## config.mk

```make
export PLATFORM = sky130hd
export DESIGN_NAME = hall_conditioner
export DESIGN_NICKNAME = d
export VERILOG_FILES = /design/src/rtl/hall_pkg.sv /design/src/rtl/hall_sync_filter.sv /design/src/rtl/hall_conditioner.sv
export SDC_FILE = /design/constraint.sdc
export NUM_CORES = 1
export LEC_CHECK = 0
export ABC_CLOCK_PERIOD_IN_PS = 3500
export BUFFER_PORTS_ARGS = -buffer_cell sky130_fd_sc_hd__buf_2
export CAP_MARGIN = 5
export CORE_AREA = 4 4 74 76
export DETAILED_ROUTE_END_ITERATION = 7
export DIE_AREA = 0 0 78 80
export PLACE_DENSITY = 0.78
export SYNTH_ARGS = -nofsm -noshare
export SYNTH_HDL_FRONTEND = slang
export SYNTH_SLANG_ARGS = --single-unit
```

## constraint.sdc

```tcl
create_clock -name clk -period 3.5 [get_ports clk]
set_input_delay 0.35 -clock clk [delete_from_list [all_inputs] [get_ports clk]]
set_output_delay 0.35 -clock clk [all_outputs]
set_load 0.005 [all_outputs]
```

## src/rtl/hall_pkg.sv

```systemverilog
// Shared Hall-sensor code definitions, FSM encoding and sequence helpers.
package hall_pkg;

    localparam int unsigned CODE_W = 3;

    // Valid codes, listed in forward rotation order
    localparam logic [CODE_W-1:0] HALL_101 = 3'b101;
    localparam logic [CODE_W-1:0] HALL_100 = 3'b100;
    localparam logic [CODE_W-1:0] HALL_110 = 3'b110;
    localparam logic [CODE_W-1:0] HALL_010 = 3'b010;
    localparam logic [CODE_W-1:0] HALL_011 = 3'b011;
    localparam logic [CODE_W-1:0] HALL_001 = 3'b001;

    // Codes a healthy sensor set can never produce
    localparam logic [CODE_W-1:0] HALL_000 = 3'b000;
    localparam logic [CODE_W-1:0] HALL_111 = 3'b111;

    typedef enum logic [1:0] {
        ST_INIT  = 2'd0,
        ST_RUN   = 2'd1,
        ST_FAULT = 2'd2
    } hall_state_e;

    // True for the six codes that belong to the rotation sequence
    function automatic logic hall_valid(input logic [CODE_W-1:0] code);
        return (code != HALL_000) && (code != HALL_111);
    endfunction

    // Forward neighbour; illegal codes map to 000 so they never match a valid code
    function automatic logic [CODE_W-1:0] hall_next(input logic [CODE_W-1:0] code);
        case (code)
            HALL_101: return HALL_100;
            HALL_100: return HALL_110;
            HALL_110: return HALL_010;
            HALL_010: return HALL_011;
            HALL_011: return HALL_001;
            HALL_001: return HALL_101;
            default:  return HALL_000;
        endcase
    endfunction

    // Reverse neighbour; illegal codes map to 000 so they never match a valid code
    function automatic logic [CODE_W-1:0] hall_prev(input logic [CODE_W-1:0] code);
        case (code)
            HALL_101: return HALL_001;
            HALL_100: return HALL_101;
            HALL_110: return HALL_100;
            HALL_010: return HALL_110;
            HALL_011: return HALL_010;
            HALL_001: return HALL_011;
            default:  return HALL_000;
        endcase
    endfunction

endpackage

```

## src/rtl/hall_sync_filter.sv

```systemverilog
// Two-flop synchroniser on the three Hall lines followed by a debounce counter.
module hall_sync_filter
    import hall_pkg::*;
#(
    parameter int unsigned FILT_CYCLES = 16
) (
    input  logic              clk,
    input  logic              rst,
    input  logic [CODE_W-1:0] hall_in,
    output logic              stable_c,
    output logic [CODE_W-1:0] candidate
);

    localparam int unsigned     CNT_W   = (FILT_CYCLES > 1) ? $clog2(FILT_CYCLES) : 1;
    localparam logic [CNT_W-1:0] CNT_MAX = CNT_W'(FILT_CYCLES - 1);

    logic [CODE_W-1:0] sync1_q;
    logic [CODE_W-1:0] sync2_q;
    logic [CNT_W-1:0]  cnt_q;

    // Metastability guard for the asynchronous sensor inputs
    always_ff @(posedge clk or negedge rst) begin
        if (!rst) begin
            sync1_q <= '0;
            sync2_q <= '0;
        end else begin
            sync1_q <= hall_in;
            sync2_q <= sync1_q;
        end
    end

    // Any change restarts the count; the count saturates once the code has settled
    always_ff @(posedge clk or negedge rst) begin
        if (!rst) begin
            candidate <= '0;
            cnt_q     <= '0;
        end else if (sync2_q != candidate) begin
            candidate <= sync2_q;
            cnt_q     <= '0;
        end else if (cnt_q < CNT_MAX) begin
            cnt_q <= cnt_q + CNT_W'(1);
        end
    end

    assign stable_c = (sync2_q == candidate) && (cnt_q == CNT_MAX);

endmodule

```

## src/rtl/hall_conditioner.sv

```systemverilog
// Hall sensor conditioner: filtered code, direction, edge strobe, fault and stall.
module hall_conditioner
    import hall_pkg::*;
#(
    parameter int unsigned FILT_CYCLES = 16,
    parameter int unsigned STALL_W     = 20
) (
    input  logic clk,
    input  logic rst,
    input  logic hall_a_in,
    input  logic hall_b_in,
    input  logic hall_c_in,
    output logic HallA,
    output logic HallB,
    output logic HallC,
    output logic edge_pulse,
    output logic dir,
    output logic hall_fault,
    output logic stall
);

    localparam logic [STALL_W-1:0] STALL_MAX = '1;

    logic              stable_c;
    logic [CODE_W-1:0] candidate;

    hall_state_e       state_q, state_d;
    logic [CODE_W-1:0] code_q, code_d;
    logic              pulse_q, pulse_d;
    logic              dir_q, dir_d;
    logic              fault_q, fault_d;
    logic [STALL_W-1:0] stall_cnt_q, stall_cnt_d;
    logic              stall_q, stall_d;

    hall_sync_filter #(
        .FILT_CYCLES (FILT_CYCLES)
    ) u_filter (
        .clk       (clk),
        .rst       (rst),
        .hall_in   ({hall_a_in, hall_b_in, hall_c_in}),
        .stable_c  (stable_c),
        .candidate (candidate)
    );

    // State and output registers
    always_ff @(posedge clk or negedge rst) begin
        if (!rst) begin
            state_q     <= ST_INIT;
            code_q      <= HALL_000;
            pulse_q     <= 1'b0;
            dir_q       <= 1'b1;
            fault_q     <= 1'b0;
            stall_cnt_q <= '0;
            stall_q     <= 1'b0;
        end else begin
            state_q     <= state_d;
            code_q      <= code_d;
            pulse_q     <= pulse_d;
            dir_q       <= dir_d;
            fault_q     <= fault_d;
            stall_cnt_q <= stall_cnt_d;
            stall_q     <= stall_d;
        end
    end

    // Act only on a settled code that differs from the one currently presented
    always_comb begin
        state_d     = state_q;
        code_d      = code_q;
        pulse_d     = 1'b0;
        dir_d       = dir_q;
        fault_d     = fault_q;
        stall_cnt_d = stall_cnt_q;
        stall_d     = (stall_cnt_q == STALL_MAX);

        if (stable_c && (candidate != code_q)) begin
            case (state_q)
                ST_INIT: begin
                    if (hall_valid(candidate)) begin
                        code_d  = candidate;
                        state_d = ST_RUN;
                    end else begin
                        fault_d = 1'b1;
                        state_d = ST_FAULT;
                    end
                end
                ST_RUN: begin
                    if (!hall_valid(candidate)) begin
                        fault_d = 1'b1;
                        state_d = ST_FAULT;
                    end else begin
                        code_d  = candidate;
                        pulse_d = 1'b1;
                        if (candidate == hall_next(code_q)) begin
                            dir_d = 1'b1;
                        end else if (candidate == hall_prev(code_q)) begin
                            dir_d = 1'b0;
                        end else begin
                            fault_d = 1'b1;
                            state_d = ST_FAULT;
                        end
                    end
                end
                ST_FAULT: begin
                    if (hall_valid(candidate)) begin
                        code_d  = candidate;
                        pulse_d = 1'b1;
                        if (candidate == hall_next(code_q)) begin
                            dir_d   = 1'b1;
                            fault_d = 1'b0;
                            state_d = ST_RUN;
                        end else if (candidate == hall_prev(code_q)) begin
                            dir_d   = 1'b0;
                            fault_d = 1'b0;
                            state_d = ST_RUN;
                        end
                    end
                end
                default: state_d = ST_INIT;
            endcase
        end

        // Edge clears the stall timer; otherwise it counts outside INIT and saturates
        if (pulse_d) begin
            stall_cnt_d = '0;
        end else if ((state_q != ST_INIT) && (stall_cnt_q != STALL_MAX)) begin
            stall_cnt_d = stall_cnt_q + STALL_W'(1);
        end
    end

    assign {HallA, HallB, HallC} = code_q;
    assign edge_pulse            = pulse_q;
    assign dir                   = dir_q;
    assign hall_fault            = fault_q;
    assign stall                 = stall_q;

endmodule

```

==> results of run 1 <==
[per-layer routing]
metal  routed length [µm]  share of wire  vias up  track usage
li1                     -              -      832            -
met1                 2109           0.50      811       0.2188
met2                 1923           0.45       25       0.2406
met3                  156          0.037        6      0.03837
met4                   61          0.014        0      0.04720
met5                    0              0        -            0
[cells by family (layout without fill, tap and decap cells)]
logic type	Yosys count	in the layout
adders and majority gates	6	6
buffers and inverters	19	26
and+or+nand+nor	93	93
xor gates and xnor gates	28	28
muxes	7	7
DFF	42	42
AOI/OAI and AO/OA	32	32
[sequential cells by signal, indices dropped and copies added, names as in the netlist]
name                flops
u_filter.sync2_q        3
dir                     1
u_filter.sync1_q        3
u_filter.candidate      3
hall_fault              1
u_filter.cnt_q          4
stall                   1
state_q                 2
stall_cnt_q            20
edge_pulse              1
code_q                  3
[worst max-delay path by stage]
stage	startpoint	endpoint	slack [ns]	depth (start not counted)
floorplan	code_q[2]$_DFFE_PN0P_	dir$_DFFE_PN1P_	1.63	6
global placement	u_filter.candidate[0]$_DFFE_PN0N_	dir$_DFFE_PN1P_	1.55	5
detailed placement	u_filter.candidate[2]$_DFFE_PN0N_	dir$_DFFE_PN1P_	1.50	5
CTS	u_filter.candidate[2]$_DFFE_PN0N_	dir$_DFFE_PN1P_	1.49	5
global route	u_filter.candidate[1]$_DFFE_PN0N_	code_q[1]$_DFFE_PN0P_	1.30	5
finish	u_filter.candidate[2]$_DFFE_PN0N_	dir$_DFFE_PN1P_	1.48	5
[layout make-up]
| cell class | count | area, µm² |
|---|---|---|
| fill | 412 | 2143 |
| multi-input combinational | 166 | 1245 |
| sequential | 42 | 1052 |
| tap | 67 | 83.83 |
| clock buffer | 5 | 68.82 |
| timing repair buffer | 12 | 62.56 |
| clock inverter | 3 | 45.04 |
| inverter | 6 | 22.52 |
[cells in the final DEF (no fill, tap or decap), types with 2 or more instances in the layout]
master / n
nor2_1: 22
nand4_1: 7
buf_2: 11
mux2_1: 4
a21oi_2: 3
and3_1: 6
clkinvlp_4: 2
a21oi_1: 4
o31ai_1: 3
nand4bb_1: 2
or4b_1: 2
dfrtp_1: 41
o21ai_0: 4
a31oi_1: 3
clkbuf_8: 5
or4bb_1: 4
nor3_1: 7
inv_1: 6
or3_1: 3
nor3_2: 2
nand3_1: 6
xor2_1: 8
and4_1: 3
o211ai_1: 3
ha_1: 6
xnor2_1: 20
a311oi_1: 2
nand2_1: 9
o311ai_1: 3
mux2i_1: 3
nand3_2: 4
nor3b_1: 3
[where the power goes]
part           switching [mW]  internal [mW]  leakage, nW
clock network           0.172          0.212       0.0504
registers              0.0108          0.493        0.562
logic                  0.0224         0.0167        0.475
==> flow_metrics.tcl, run 1 <==
set metrics [dict create \
    synth_top_area_cell "dfrtp_1" \
    finalCritPeriodShare 0.5766 \
    rsz0062_at_grt "no" \
    drt_iter0_markers 104 \
    synth-xor-area-share 0.1023 \
    synth-warning-count 0 \
    synth_compound_area_frac 0.1050 \
    r2r-start "u_filter.candidate[2]$_DFFE_PN0N_" \
    antennaDiodeCount 0 \
    post-synth-top-area-fraction 0.4282 \
    final-hold-violation-count 0 \
    fmax_ghz 0.4955 \
    cts_buffers 5 \
    syn_nets 238 \
    synth_cells 227 \
    finalSetupViolations 0 \
    slew_viol_final 0 \
    start_util 0.5073 \
    cp.required_ns 3.73 \
    die_y_um 80 \
    cts_max_level 2 \
    cts_max_path_buffers 2 \
    layout.cells.non_filler 301 \
    fin_skew_ns 0.01028 \
    cp.arrival_ns 2.25 \
    wl_mm 4.251 \
    overflow 0 \
    synth.most_common_cell "dfrtp_1" \
    min_path_type "input port to async pin" \
    crit_slowest_cell "dfrtp_1" \
    drt-vias-per-instance 5.561 \
    synth-seq-cells 42 \
    tritoncts "built" \
    vias 1674 \
    slowest_delay_ns 0.59 \
    place_inst 293 \
    ys.flop_type "dfrtp_1" \
    ys_seq_area_frac 0.4392 \
    fin_setup_tns_ns 0 \
    grt_pass1_vias 1605 \
    setup.worst_path.start_class "register" \
    vdd.ir_drop.worst_uv 255.9 \
    die_x_um 78 \
    antenna_found_initial 0 \
    synth_edf_count 0 \
    worst_slew_pin_slew_ns 0.9009 \
    dpl_cell_area_mm2 0.002466 \
    synth_commonest_cells "dfrtp_1 (41), nor2_1 (22), xnor2_1 (20)" \
    gp_congestion 0.8083 \
    whs_ns 0.1584 \
    firstDrtPassIters 4 \
    syn_area_mm2 0.002396 \
    ios 12 \
    synth_top_family_by_area "simple AND/OR/NAND/NOR gates" \
    ctsResizeCount 0 \
    cts_hold_buffers 0 \
    crit_family "simple AND/OR/NAND/NOR gates" \
    slew_headroom 0.3994 \
    nets 244 \
    outcome "finished clean" \
    synthAdderAreaFrac 0.03133 \
    finalCriticalPeriod_ns 2.018 \
    insertion_delay_ns 0.30 \
    setup_slack_ns 1.482 \
    grt_pass1_wl_mm 7.762 \
    critPathMaxFanout 13 \
    postRouteAntennaNets 0 \
    end_kind "register" \
    crit_type "register to register" \
    drc 0 \
    reg2reg_to "dir$_DFFE_PN1P_" \
    synth.area.top_cells "dfrtp_1 (43%), xnor2_1 (7.3%), nor2_1 (3.4%)" \
    groute.usage.overall 0.1567 \
    clk_root_buffer_cell "clkbuf_8" \
    rows 25 \
    crit_buf_inv 0 \
    hpwlAfterDp_mm 2.955 \
    wl_per_cell_um 14.12 \
    crit_chain "or4bb_1 > a21oi_2 > nor3_2 > a211oi_2 > mux2_1" \
    grt_max_degree 43 \
    leakage_nw 1.088 \
    rrSetupSlack_ns 1.48 \
    final_core_util 0.5462 \
    cts_setup_buffers 0 \
    total_power_mw 0.9270 \
    muxShareOfSynthArea 0.03133 \
    coreArea_mm2 0.004723 \
    yosys.area_share.simple 0.2475 \
    area_growth_pct 7.676 \
    cap_violations 0 \
    yosys.cell_types.count 54 \
    async_reset_ff_frac 1.000 \
    drive_gt1_frac 0.1667 \
    port_buffers 11 \
    r2r_cells 5 \
    clkSlewWorstSetupHoldPaths_ns 0.09 \
    place_ws_ns 1.496 \
    clock_sinks 42 \
    power_density_mw_per_mm2 359.3 \
    final_cell_area_mm2 0.002580 \
    synth.avg_cell_area_um2 10.56 \
    die_area_mm2 0.006240 \
]
Power figures use the tool's default switching activity.
==> inputs of run 2 (changes only) <==
Settings changed: ABC_CLOCK_PERIOD_IN_PS 3500 to 1790, PLACE_DENSITY 0.78 to 0.8.
Clock period 3.5 ns to 1.79 ns, I/O delays scaled along.
==> run 2 against run 1 <==
The flow now finishes with violations (setup timing). Routed wire length is 26% higher. Combinational power increased to 3.4 times the previous value. Worst setup slack got worse by 1.6 ns. Largest cell class unchanged. Hold slack improved by 0.19 ns.
==> flow_metrics.tcl, run 2 (same netlist as run 1, synthesis figures left out) <==
set metrics [dict create \
    outcome "finished with violations" \
    violations "setup timing" \
    dpl_cell_area_mm2 0.002741 \
    finalSetupViolations 8 \
    antenna_found_initial 0 \
    drive_gt1_frac 0.3527 \
    hold_depth 0 \
    die_x_um 78 \
    setup.worst_path.start_class "register" \
    r2r_cells 5 \
    vias 1923 \
    finalCritPeriodShare 1.076 \
    regMostFlops "stall_cnt_q" \
    cts_max_path_buffers 2 \
    route.met2.wl_mm 2.737 \
    rows 25 \
    grt_max_degree 29 \
    area_growth_pct 28.41 \
    overflow 0 \
    vdd.ir_drop.worst_uv 490.6 \
    drt-vias-per-instance 5.623 \
    wl_per_cell_um 15.68 \
    nets 285 \
    mostFrequentLayoutCell "dfrtp_1" \
    grt_pass1_wl_mm 8.376 \
    gp_congestion 0.8331 \
    min_path_type "register to register" \
    crit_slowest_cell "or4bb_1" \
    hpwlAfterDp_mm 3.321 \
    insertion_delay_ns 0.30 \
    crit_buf_inv 0 \
    final_core_util 0.6514 \
    port_buffers 11 \
    die_area_mm2 0.006240 \
    slowest_delay_ns 0.57 \
    slew_headroom 0.5750 \
    postRouteAntennaNets 0 \
    end_kind "register" \
    setup_slack_ns -0.1354 \
    whs_ns 0.3520 \
    finalCriticalPeriod_ns 1.925 \
    dr_wl_met3_um 154 \
    maxUsedRoutingLayer "met4" \
    cts_max_level 2 \
    final_cell_area_mm2 0.003077 \
    clk_root_buffer_cell "clkbuf_8" \
    cp.required_ns 2.03 \
    antennaDiodeCount 0 \
    total_power_mw 2.015 \
    reg.largest.list "stall_cnt_q (20), u_filter.cnt_q (4)" \
    final_cell_mix "dfrtp_1 (38), buf_4 (35), nor2_1 (22)" \
    crit_type "register to register" \
    fmax_ghz 0.5194 \
    clock_sinks 42 \
    cts_buffers 5 \
    leakage_nw 1.326 \
    place_ws_ns -0.1159 \
    rsz0062_at_grt "yes" \
    fin_skew_ns 0.01034 \
    die_y_um 80 \
    start_util 0.5073 \
    crit_family "simple AND/OR/NAND/NOR gates" \
    cap_violations 0 \
    wl_mm 5.364 \
    groute.usage.overall 0.1706 \
    cp.arrival_ns 2.16 \
    slew_viol_final 0 \
    coreArea_mm2 0.004723 \
    largest_register_ffs 20 \
    grt_pass1_vias 1854 \
    ios 12 \
    cp.depth 5 \
    critPathMaxFanout 9 \
    firstDrtPassIters 4 \
    clkSlewWorstSetupHoldPaths_ns 0.09 \
    tritoncts "built" \
    drt_iter0_markers 108 \
    crit_chain "or4bb_1 > a21oi_2 > nor3_2 > a211oi_2 > mux2_1" \
    met1_length_mm 2.364 \
    worst_slew_pin_slew_ns 0.6375 \
    power_density_mw_per_mm2 655.0 \
    drc 0 \
    final-hold-violation-count 0 \
]
==> run 2: through the flow <==
stage | instances | TNS (ns)
2_1_floorplan | 227 | -0.05271
4_1_cts | 341 | -0.2969
5_1_grt | 342 | -2.323
3_3_place_gp | 328 | -0.08539
3_5_place_dp | 328 | -0.3836
6_report | 342 | -0.5082
==> run 2: cell type report <==
| cell class | count | area, µm² |
|---|---|---|
| fillers | 330 | 1647 |
| clock inverters | 3 | 68.82 |
| inverters | 6 | 22.52 |
| well taps | 67 | 83.83 |
| multi-input cells | 166 | 1383 |
| repair buffers | 53 | 394.1 |
| flip-flops and latches | 42 | 1056 |
| clock buffers | 5 | 68.82 |
==> run 2: power by group <==
group	total [mW]	leakage, nW	internal, mW	switching, mW
sequential	0.981	0.559	0.964	0.0169
clock	0.901	0.0683	0.559	0.342
combinational	0.134	0.699	0.0697	0.0640
total	2.02	1.33	1.59	0.423
==> run 2: path summary, 6_finish.rpt <==
| check | start | end | slack, ns |
|---|---|---|---|
| min in group asynchronous | rst | hall_fault$_DFFE_PN0P_ | 0.43 |
| setup reg to reg | u_filter.candidate[0]$_DFFE_PN0N_ | dir$_DFFE_PN1P_ | -0.14 |
| hold reg to reg | u_filter.sync1_q[2]$_DFF_PN0_ | u_filter.sync2_q[2]$_DFF_PN0_ | 0.35 |
| hold / removal | u_filter.sync1_q[2]$_DFF_PN0_ | u_filter.sync2_q[2]$_DFF_PN0_ | 0.35 |
| setup / recovery | u_filter.candidate[0]$_DFFE_PN0N_ | dir$_DFFE_PN1P_ | -0.14 |
| max in group asynchronous | rst | stall_cnt_q[14]$_DFFE_PN0P_ | 0.78 |
==> run 2: per-layer routing <==
metal	vias to the layer above	track usage
li1	920	-
met1	955	0.2157
met2	36	0.2877
met3	12	0.03160
met4	0	0.06993
met5	-	0
==> run 2: worst reg2reg max path, cell delays in order (launching register included) <==
cell and delay (ns):
dfrtp_2 0.47, or4bb_1 0.57, a21oi_2 0.21, nor3_2 0.08, a211oi_2 0.19, mux2_1 0.34
==> run 2: what timing repair did <==
item	CTS	global route
endpoints found under the hold margin	28	0
pin swaps	2	9
setup buffers	1	1
hold buffers	4	0
setup endpoints to repair	27	27
gates resized for setup	10	18
==> inputs of run 3 (changes only) <==
Settings changed: CORE_AREA 4 4 74 76 to 4 4 98 100, DIE_AREA 0 0 78 80 to 0 0 102 104, PLACE_DENSITY 0.8 to 0.54.
==> run 3 against run 2 <==
The flow still finishes with violations (setup timing). Hold slack worse by 0.00081 ns. Worst setup slack better by 0.082 ns. Sequential power down 0.4%. Combinational power about the same. Final cell count up 13%. Maximum frequency up 4.5%. Critical path type unchanged. Critical endpoint unchanged.
==> flow_metrics.tcl, run 3 (same netlist as run 1, synthesis figures left out) <==
set metrics [dict create \
    outcome "finished with violations" \
    violations "setup timing" \
    rsz0062_at_grt "yes" \
    cts_max_level 2 \
    insertion_delay_ns 0.29 \
    slew_viol_final 0 \
    whs_ns 0.3512 \
    fmax_ghz 0.5426 \
    vias 1860 \
    gp_congestion 0.7869 \
    groute.usage.overall 0.09878 \
    tritoncts "built" \
    r2r_cells 5 \
    hold_depth 0 \
    regMostFlops "stall_cnt_q" \
    drt-vias-per-instance 4.819 \
    wl_mm 4.980 \
    mostFrequentLayoutCell "dfrtp_1" \
    die_y_um 104 \
    slew_headroom 0.6888 \
    wl_per_cell_um 12.90 \
    antennaDiodeCount 0 \
    final_cell_mix "dfrtp_1 (39), buf_4 (33), nor2_1 (22)" \
    final-hold-violation-count 0 \
    ios 12 \
    firstDrtPassIters 4 \
    total_power_mw 1.750 \
    hpwlAfterDp_mm 3.515 \
    finalCritPeriodShare 1.030 \
    min_path_type "register to register" \
    critPathMaxFanout 6 \
    grt_pass1_wl_mm 8.707 \
    crit_type "register to register" \
    antenna_found_initial 0 \
    finalCriticalPeriod_ns 1.843 \
    drt_iter0_markers 48 \
    start_util 0.2761 \
    worst_slew_pin_slew_ns 0.4669 \
    die_area_mm2 0.01061 \
    drive_gt1_frac 0.3561 \
    cts_buffers 5 \
    overflow 0 \
    reg.largest.list "stall_cnt_q (20), u_filter.cnt_q (4)" \
    place_ws_ns -0.07213 \
    fin_skew_ns 0.006561 \
    cp.arrival_ns 2.06 \
    clk_root_buffer_cell "clkbuf_8" \
    largest_register_ffs 20 \
    grt_max_degree 22 \
    die_x_um 102 \
    grt_pass1_vias 1875 \
    finalSetupViolations 5 \
    rows 34 \
    power_density_mw_per_mm2 560.7 \
    postRouteAntennaNets 0 \
    cts_max_path_buffers 2 \
    area_growth_pct 30.29 \
    cap_violations 0 \
    clock_sinks 42 \
    setup.worst_path.start_class "register" \
    coreArea_mm2 0.008678 \
    drc 0 \
    leakage_nw 1.347 \
    nets 288 \
    vdd.ir_drop.worst_uv 319.6 \
    end_kind "register" \
    clkSlewWorstSetupHoldPaths_ns 0.08 \
    setup_slack_ns -0.05305 \
    cp.required_ns 2.01 \
    port_buffers 11 \
]
[run 3: layer usage]
metal,up-vias,part of all wire,track usage
met4,0,0.015,0.03093
met2,20,0.48,0.1551
met5,-,0,0
met1,909,0.48,0.1370
met3,6,0.029,0.01744
li1,925,-,-
[run 3: final timing paths]
kind	start	to	slack (ns)
max	u_filter.candidate[0]$_DFFE_PN0N_	dir$_DFFE_PN1P_	-0.05
min	u_filter.sync1_q[1]$_DFF_PN0_	u_filter.sync2_q[1]$_DFF_PN0_	0.35
max reg2reg	u_filter.candidate[0]$_DFFE_PN0N_	dir$_DFFE_PN1P_	-0.05
min reg2reg	u_filter.sync1_q[1]$_DFF_PN0_	u_filter.sync2_q[1]$_DFF_PN0_	0.35
max in group asynchronous	rst	stall_cnt_q[0]$_DFFE_PN0P_	0.87
min in group asynchronous	rst	stall_cnt_q[2]$_DFFE_PN0P_	0.37
[run 3: layout make-up]
class / count / area, µm²
clock buffers: 7 / 86.33
clock inverters: 1 / 5.005
fillers: 899 / 5557
inverters: 6 / 22.52
multi-input cells: 166 / 1376
flip-flops and latches: 42 / 1055
well taps: 108 / 135.1
repair buffers: 56 / 441.7
[run 3: critical path, stage by stage, from the launching register on]
cell and delay, ns:
dfrtp_1 0.43, or4bb_1 0.53, a21oi_2 0.21, nor3_2 0.08, a211oi_2 0.19, mux2_1 0.34
[run 3: power breakdown]
| part | internal, mW | switching [mW] | leakage, nW |
|---|---|---|---|
| Sequential | 0.964 | 0.0135 | 0.560 |
| Combinational | 0.0682 | 0.0649 | 0.739 |
| Clock | 0.312 | 0.328 | 0.0482 |
[run 3: what timing repair did]
action                                  in CTS  in global routing
gates resized for setup                      1                 32
endpoints found under the hold margin       20                  0
hold buffers                                 4                  0
pin swaps                                    2                  6
endpoints found under the setup margin       6                 27
buffers inserted                             0                  1
[run 3: through the flow]
| step | setup TNS (ns) | instances | area (µm²) | util |
|---|---|---|---|---|
| global route | -0.8214 | 386 | 3122 | 0.3597 |
| CTS | -0.2026 | 385 | 2962 | 0.3413 |
| global placement | -0.1024 | 373 | 2823 | 0.3253 |
| detailed placement | -0.2042 | 373 | 2823 | 0.3253 |
| finish | -0.1359 | 386 | 3122 | 0.3597 |
| floorplan | -0.05271 | 227 | 2406 | - |
